<file path="src/rtl/uart_tx_arbiter.sv">
// rtl/uart_tx_arbiter.sv - round-robin arbiter sharing one UART transmitter among byte-stream requesters
// Polls the UART status register and writes the data register only when the holding register is empty.
module uart_tx_arbiter #(
  parameter int NREQ         = 2,
  parameter int LOCK_TIMEOUT = 1024
) (
  input  logic                     clk,
  input  logic                     rst_n,
  input  logic [NREQ-1:0]          req_valid,
  input  logic [8*NREQ-1:0]        req_data,
  input  logic [NREQ-1:0]          req_last,
  output logic [NREQ-1:0]          req_ready,
  output logic [$clog2(NREQ)-1:0]  grant_id,
  output logic                     busy,
  output logic                     lock_tmo,
  input  logic [7:0]               uart_dbr,
  output logic [7:0]               uart_dbw,
  output logic                     uart_addr,
  output logic                     uart_we
);

  localparam int IW = $clog2(NREQ);
  localparam int TW = (LOCK_TIMEOUT > 0) ? $clog2(LOCK_TIMEOUT + 1) : 1;

  typedef enum logic [2:0] {S_ARB, S_POLL, S_CHECK, S_WRITE, S_LOCK} state_t;

  state_t        r_state;
  state_t        w_next;
  logic [IW-1:0] r_rr;
  logic [IW-1:0] r_grant;
  logic [7:0]    r_byte;
  logic          r_last;
  logic [TW-1:0] r_timer;
  logic [IW-1:0] w_win;
  logic [IW-1:0] w_idx;
  logic [IW-1:0] w_sel;
  logic          w_found;
  logic          w_accept;
  logic          w_tmo;
  logic          w_unused_dbr;

  // Only the holding-register-full flag of the status word matters.
  assign w_unused_dbr = ^uart_dbr[6:0];

  always_comb begin
    w_found = 1'b0;
    w_win   = r_rr;
    w_idx   = '0;
    for (int k = 1; k <= NREQ; k++) begin
      w_idx = IW'((int'(r_rr) + k) % NREQ);
      if (!w_found && req_valid[w_idx]) begin
        w_found = 1'b1;
        w_win   = w_idx;
      end
    end
  end

  always_comb begin
    w_next    = r_state;
    req_ready = '0;
    w_accept  = 1'b0;
    w_sel     = r_grant;
    w_tmo     = 1'b0;
    uart_addr = 1'b1;
    uart_we   = 1'b0;
    uart_dbw  = 8'h00;
    unique case (r_state)
      S_ARB: begin
        if (w_found) begin
          w_accept = 1'b1;
          w_sel    = w_win;
          w_next   = S_POLL;
        end
      end
      S_POLL:  w_next = S_CHECK;
      S_CHECK: if (!uart_dbr[7]) w_next = S_WRITE;
      S_WRITE: begin
        uart_addr = 1'b0;
        uart_we   = 1'b1;
        uart_dbw  = r_byte;
        w_next    = (r_last || LOCK_TIMEOUT == 0) ? S_ARB : S_LOCK;
      end
      S_LOCK: begin
        if (req_valid[r_grant]) begin
          w_accept = 1'b1;
          w_next   = S_POLL;
        end else if (r_timer == TW'(LOCK_TIMEOUT - 1)) begin
          w_tmo  = 1'b1;
          w_next = S_ARB;
        end
      end
      default: w_next = S_ARB;
    endcase
    // Handshake is suppressed while reset is held so nothing is consumed and dropped.
    if (w_accept && rst_n) req_ready[w_sel] = 1'b1;
  end

  assign lock_tmo = w_tmo;
  assign busy     = (r_state != S_ARB);
  assign grant_id = r_grant;

  always_ff @(posedge clk or negedge rst_n) begin
    if (!rst_n) begin
      r_state <= S_ARB;
      r_rr    <= IW'(NREQ - 1);
      r_grant <= '0;
      r_byte  <= 8'h00;
      r_last  <= 1'b0;
      r_timer <= '0;
    end else begin
      r_state <= w_next;
      if (w_accept) begin
        r_byte <= req_data[8*w_sel +: 8];
        r_last <= req_last[w_sel];
      end
      if (r_state == S_ARB && w_found) begin
        r_rr    <= w_win;
        r_grant <= w_win;
      end
      if (r_state == S_WRITE || w_accept) begin
        r_timer <= '0;
      end else if (r_state == S_LOCK && !w_tmo) begin
        r_timer <= r_timer + 1'b1;
      end
    end
  end

endmodule
</file>
<file path="config.mk">
export PLATFORM = sky130hd
export DESIGN_NAME = uart_tx_arbiter
export DESIGN_NICKNAME = d
export VERILOG_FILES = /design/src/rtl/uart_tx_arbiter.sv
export SDC_FILE = /design/constraint.sdc
export NUM_CORES = 1
export LEC_CHECK = 0
export ABC_AREA = 1
export BUFFER_PORTS_ARGS = -buffer_cell sky130_fd_sc_hd__buf_2
export CAP_MARGIN = 40
export CORE_UTILIZATION = 55
export CTS_CLUSTER_SIZE = 14
export DETAILED_ROUTE_END_ITERATION = 10
export PLACE_DENSITY = 0.85
export SLEW_MARGIN = 20
export SYNTH_ARGS = -nofsm -noshare
export SYNTH_HDL_FRONTEND = slang
export SYNTH_SLANG_ARGS = --single-unit
</file>
<file path="constraint.sdc">
create_clock -name clk -period 3.3 [get_ports clk]
set_clock_uncertainty 0.1 [all_clocks]
set_input_delay 0.66 -clock clk [delete_from_list [all_inputs] [get_ports clk]]
set_output_delay 0.66 -clock clk [all_outputs]
set_load 0.01 [all_outputs]
</file>
# Word-level counts from Yosys, hierarchy flattened
# Cells that the tools add are included.
dict set report word_totals {
  register_bits 25
  input_bits 30
  out_inout_bits 15
  word_cells 69
}
dict set report classes {
  n_addsub 3
  order_cmp 5
  eq_ne 8
  shift 1
  muxes 34
  reduce_logical 12
}
# op count
set ops {}
lappend ops {{$mux 1} 22}
lappend ops {{$mux 11} 2}
lappend ops {{$shiftx 16x5->8} 1}
lappend ops {{$mux 3} 5}
lappend ops {{$pmux 3 s5} 1}
lappend ops {{$add 11x1->11 const B} 1}
lappend ops {{$eq 11x10->1 const B} 1}
lappend ops {{$lt 1x2->1 const B} 4}
lappend ops {{$mux 8} 1}
lappend ops {{$eq 3x2->1 const B} 2}
lappend ops {{$logic_and 1x1->1} 5}
lappend ops {{$ne 2x2->1 const B} 2}
lappend ops {{$eq 3x1->1 const B} 1}
lappend ops {{$eq 3x3->1 const B} 1}
lappend ops {{$logic_not 3->1} 1}
lappend ops {{$ne 3x3->1 const B} 1}
lappend ops {{$reduce_and 3->1} 1}
lappend ops {{$reduce_bool 3->1} 1}
lappend ops {{$add 1x1->1 const B} 2}
lappend ops {{$logic_not 1->1} 2}
lappend ops {{$mux 2} 1}
lappend ops {{$pmux 1 s2} 1}
lappend ops {{$reduce_bool 2->1} 1}
lappend ops {{$demux 1 s1} 1}
lappend ops {{2 further kinds} 2}

# Logic depth before layout (Yosys ltp)
dict set report logic_depth {
  ltp_word 14
  depth_mapped 9
  mapped_depth_nobuf 9
}

# Worst setup path before layout
# Ideal clock, no wire load.
dict set report synth_path {
  path_kind {in2out}
  startpoint {input port req_valid[1]}
  endpoint {output port req_ready[1]}
  arrival_time_ps 1371
  required_ps 2540
  slack_ps 1169
  stages 7
  n_path_buf 1
  path_cell_list {inv_1 -> nand2_1 -> nand3_1 -> nand2_2 -> buf_6 -> nand2_1 -> a21oi_1}
}
dict set report synth_via {
  elab_chain_cells 13
  word_cells_on_any_way 24
  classes_between {order compare (2); mux (18); reduce/logical (4)}
}
# element line
set synth_lines {}
lappend synth_lines {{from (decl)} 9} ;# input logic [NREQ-1:0] req_valid,
lappend synth_lines {{$mux 1 (implied by the code) (2 in a row)} 51} ;# if (!w_found && req_valid[w_idx]) begin
lappend synth_lines {{$mux 1} 51}
lappend synth_lines {{$logic_not 1->1} 51}
lappend synth_lines {{$logic_and 1x1->1} 51}
lappend synth_lines {{$mux 1} 51}
lappend synth_lines {{$mux 1} 69} ;# if (w_found) begin
lappend synth_lines {{$mux 1} 67} ;# unique case (r_state)
lappend synth_lines {{$lt 1x2->1 (implied by the code) or $ge 1x1->1 (tied branches)} 95} ;# if (w_accept && rst_n) req_ready[w_sel] = 1'b1;
lappend synth_lines {{$logic_and 1x1->1 (implied by the code)} 95}
lappend synth_lines {{$mux 1 (implied by the code)} 95}
lappend synth_lines {{$demux 1 s1} 95}
lappend synth_lines {{$mux 2 *} 95}
lappend synth_lines {{to (decl)} 12} ;# output logic [NREQ-1:0] req_ready,
# Every way passes the cells marked *; elsewhere a longest branch is shown, timed or not. The select of a mux whose other input is x is not followed.

# Worst setup path in the final report
dict set report layout_path {
  startpoint {register r_state[0]}
  endpoint {output port req_ready[0]}
}
dict set report layout_via {
  elab_chain_cells 7
  word_cells_on_any_way 11
  classes_between {order compare (2); eq/ne (1); mux (5); reduce/logical (3)}
}
# element line
set layout_lines {}
lappend layout_lines {{from (decl)} 27} ;# state_t r_state;
lappend layout_lines {{from (signal assigned)} 111} ;# r_state <= w_next;
lappend layout_lines {{$logic_not 3->1} 67}
lappend layout_lines {{$mux 1} 67}
lappend layout_lines {{$lt 1x2->1 (implied by the code) or $ge 1x1->1 (tied branches)} 95}
lappend layout_lines {{$logic_and 1x1->1 (implied by the code)} 95}
lappend layout_lines {{$mux 1 (implied by the code)} 95}
lappend layout_lines {{$demux 1 s1} 95}
lappend layout_lines {{$mux 2 *} 95}
# Every way passes the cells marked *; elsewhere a longest branch is shown, timed or not.

==> out/results.txt <==
Total grt overflow -> 0
Synth top area share -> 37.0%
Outcome -> finished, final reports clean
Layout cell share with drive strength beyond 1 -> 21.4%
Setup CP Type -> reg2out
TNS Setup -> 0 ns
CTS tree -> yes
CP delay by family, top -> simple AND/OR/NAND/NOR gates
TritonCTS Sinks -> 25
Post-cts resize count -> 0
Bufs and invs on worst path -> 1
Post-CTS Hold Buffers -> 0
Warnings, synthesis -> 0
Mapped Cells -> 245
Max stage delay cell, worst path -> dfrtp_1
Final setup margin -> 0.546 ns
Gpl congestion -> 0.866
Final setup fails -> 0
H-tree depth -> 1
Peak VDD IR -> 0.000585 V
Grt met1 use -> 30.4%
First-pass GRT wire length -> 5530 µm
Startpoint types -> flop
Mapped Nets -> 276
Max Slew Vio Count -> 0
Final #Nets -> 313
# rows -> 19
Actual slew at the worst max-slew pin -> 0.660 ns
TritonCTS Buffers -> 3
Crit. End Element -> output port
Final Core Density -> 65.9%
Worst-path cell chain -> nor2_2 > nand3_1 > nand2_1 > nand2_1 > nor2_1 > buf_2
Power, Total -> 1.26 mW
Tcrit/Tclk final -> 83.4%
Met2 GRT Util -> 34.7%
Core area -> 0.00278 mm²
Port Buf Inserts -> 37
Layout area overhead -> 13.0%
Final Hold Viols -> 0
First-pass DRT Iterations -> 4
Largest net degree at the start of global routing -> 26
I/O Pins -> 45
Die area -> 0.00317 mm²
R2r setup slk -> 1.41 ns
Fin cells -> 312
Dpl hpwl -> 2330 µm
Clock Pin Slew Worst Setup and Hold Paths -> 0.13 ns
Met3 Use GR -> 2.53%
Fmax -> 363 MHz
Vias in the first global route -> 1336
PD cells -> 685 mW/mm²
RSZ-0062 raised after global routing -> no
Seq/Total Area, Yosys -> 38.6%
Yosys cell types -> 23
DRC -> 0
Average size of a mapped cell -> 6.62 µm²
Largest cells by area after synthesis -> dfrtp_1 37%, nand2_1 16%, nand3_1 14%
Synthesized cell area -> 0.00162 mm²
Most used routing layer -> met2
Area leader, netlist -> dfrtp_1
Maximum fanout along the worst path -> 11
Most common cell on crit path -> nand2_1
CP max stage delay -> 0.44 ns
Reg2reg start -> r_state[2]
Height of the die -> 56.3 µm
Vias post-DR -> 1523
Capturing point of the worst reg2reg path -> r_timer[2]
Worst-Skew Late Latency -> 0.31 ns
LEAKAGE -> 1.12 nW
R2r worst-path depth -> 7
Placed cells -> 308
Post-CTS Setup Inserts -> 0
Flops & latches, synth -> 25
Root Driver -> clkbuf_4
Longest Clk Path Bufs -> 2
Initial Utilization -> 58.3%
Via-to-Cell Ratio -> 4.88
Initial antenna violation count -> 0
Pre-CTS WS -> 0.683 ns
Antenna viol nets, final -> 0
WP data arrival -> 1.99 ns
Wirelength per Cell -> 9.73 µm
Relative slew slack -> 56.0%
Initial DRC count -> 55
HP Class -> in2async
GRT Util Overall -> 21.3%
Min cycle time layout -> 2.75 ns
Die X -> 56.3 µm
Max-cap check violation count -> 0
WL final -> 3040 µm
CP required -> 2.54 ns
Antenna diodes -> 0
==> layout by cell type (no fill, tap or decap), types with 3 or more instances in the layout <==
cell type and count:
nand2_1 71, nand3_1 47, inv_1 43, buf_2 37
dfrtp_1 24, nor2_1 20, inv_2 7, nor2_2 5
nand4_1 4, nand2_2 3, xor2_1 3, clkbuf_4 3
==> metrics by stage <==
| stage | area, µm² | hold WS [ns] |
|---|---|---|
| floorplan | 1620 | 0.264 |
| global placement | 1810 | 0.354 |
| detailed placement | 1810 | 0.367 |
| CTS | 1830 | 0.261 |
| global route | 1830 | 0.271 |
| finish | 1830 | 0.253 |
==> cell type report <==
| type | count | area (µm²) |
|---|---|---|
| Clock buffer | 4 | 26.3 |
| Tap cell | 31 | 38.8 |
| Timing Repair Buffer | 39 | 200 |
| Inverter | 50 | 188 |
| Multi-Input combinational cell | 163 | 753 |
| Sequential cell | 25 | 627 |
| Fill cell | 264 | 948 |
==> sequential cells by signal (all words and copies together), names as in the netlist <==
register	cells
r_byte	8
grant_id	1
r_rr	1
r_timer	11
r_last	1
r_state	3
==> worst max-delay path by stage <==
stage                 startpoint           end  slack, ns  cells past startpoint
floorplan           req_valid[1]  req_ready[1]       1.17                      7
global placement    req_valid[1]  req_ready[0]       0.67                      8
detailed placement  req_valid[1]  req_ready[0]       0.68                      8
CTS                   r_state[0]  req_ready[0]       0.55                      6
global route          r_state[1]  req_ready[0]       0.33                      6
finish                r_state[0]  req_ready[0]       0.55                      6
==> logic make-up after synthesis <==
family	share of synthesized area [%]
AND/OR/NAND/NOR	42.9
flip-flops	38.6
buffers and inverters	15.0
adder cells (fa/ha/maj)	0.771
XOR/XNOR	1.62
AO/OA/AOI/OAI	1.08
==> per-layer routing <==
layer,vias up,part of all wire [%]
met5,-,0
met4,0,0.56
met3,2,3.8
met2,34,45
met1,665,50
li1,822,-
==> where the power goes <==
| part | total (mW) | leakage, nW | internal (mW) | switching [mW] |
|---|---|---|---|---|
| registers | 0.478 | 0.324 | 0.407 | 0.0718 |
| clock network | 0.135 | 0.0150 | 0.0472 | 0.0882 |
| logic | 0.641 | 0.778 | 0.204 | 0.437 |
| total | 1.26 | 1.12 | 0.658 | 0.597 |
==> cells in the mapped netlist <==
master / number
nor2_2: 5
nand4_1: 4
buf_2: 2
a22oi_1: 1
buf_4: 3
nor4_1: 1
inv_2: 7
nor3_1: 2
dfstp_2: 1
inv_1: 43
o21ai_0: 1
nand2_2: 3
dfrtp_1: 24
nor2_4: 1
xor2_1: 3
a21oi_1: 1
buf_6: 2
nand3_2: 1
nand3_1: 47
nor2_1: 20
nand2_1: 71
ha_1: 1
nand3b_1: 1
==> worst reg2reg max path: stages (launching register included) <==
cell and delay, ns:
dfrtp_1 0.44, inv_2 0.15, nor2_4 0.07, nand2_1 0.07
nand2_2 0.18, nor2_2 0.57, nand3_1 0.15, nand2_1 0.11
(Power assumes the default switching activity.)
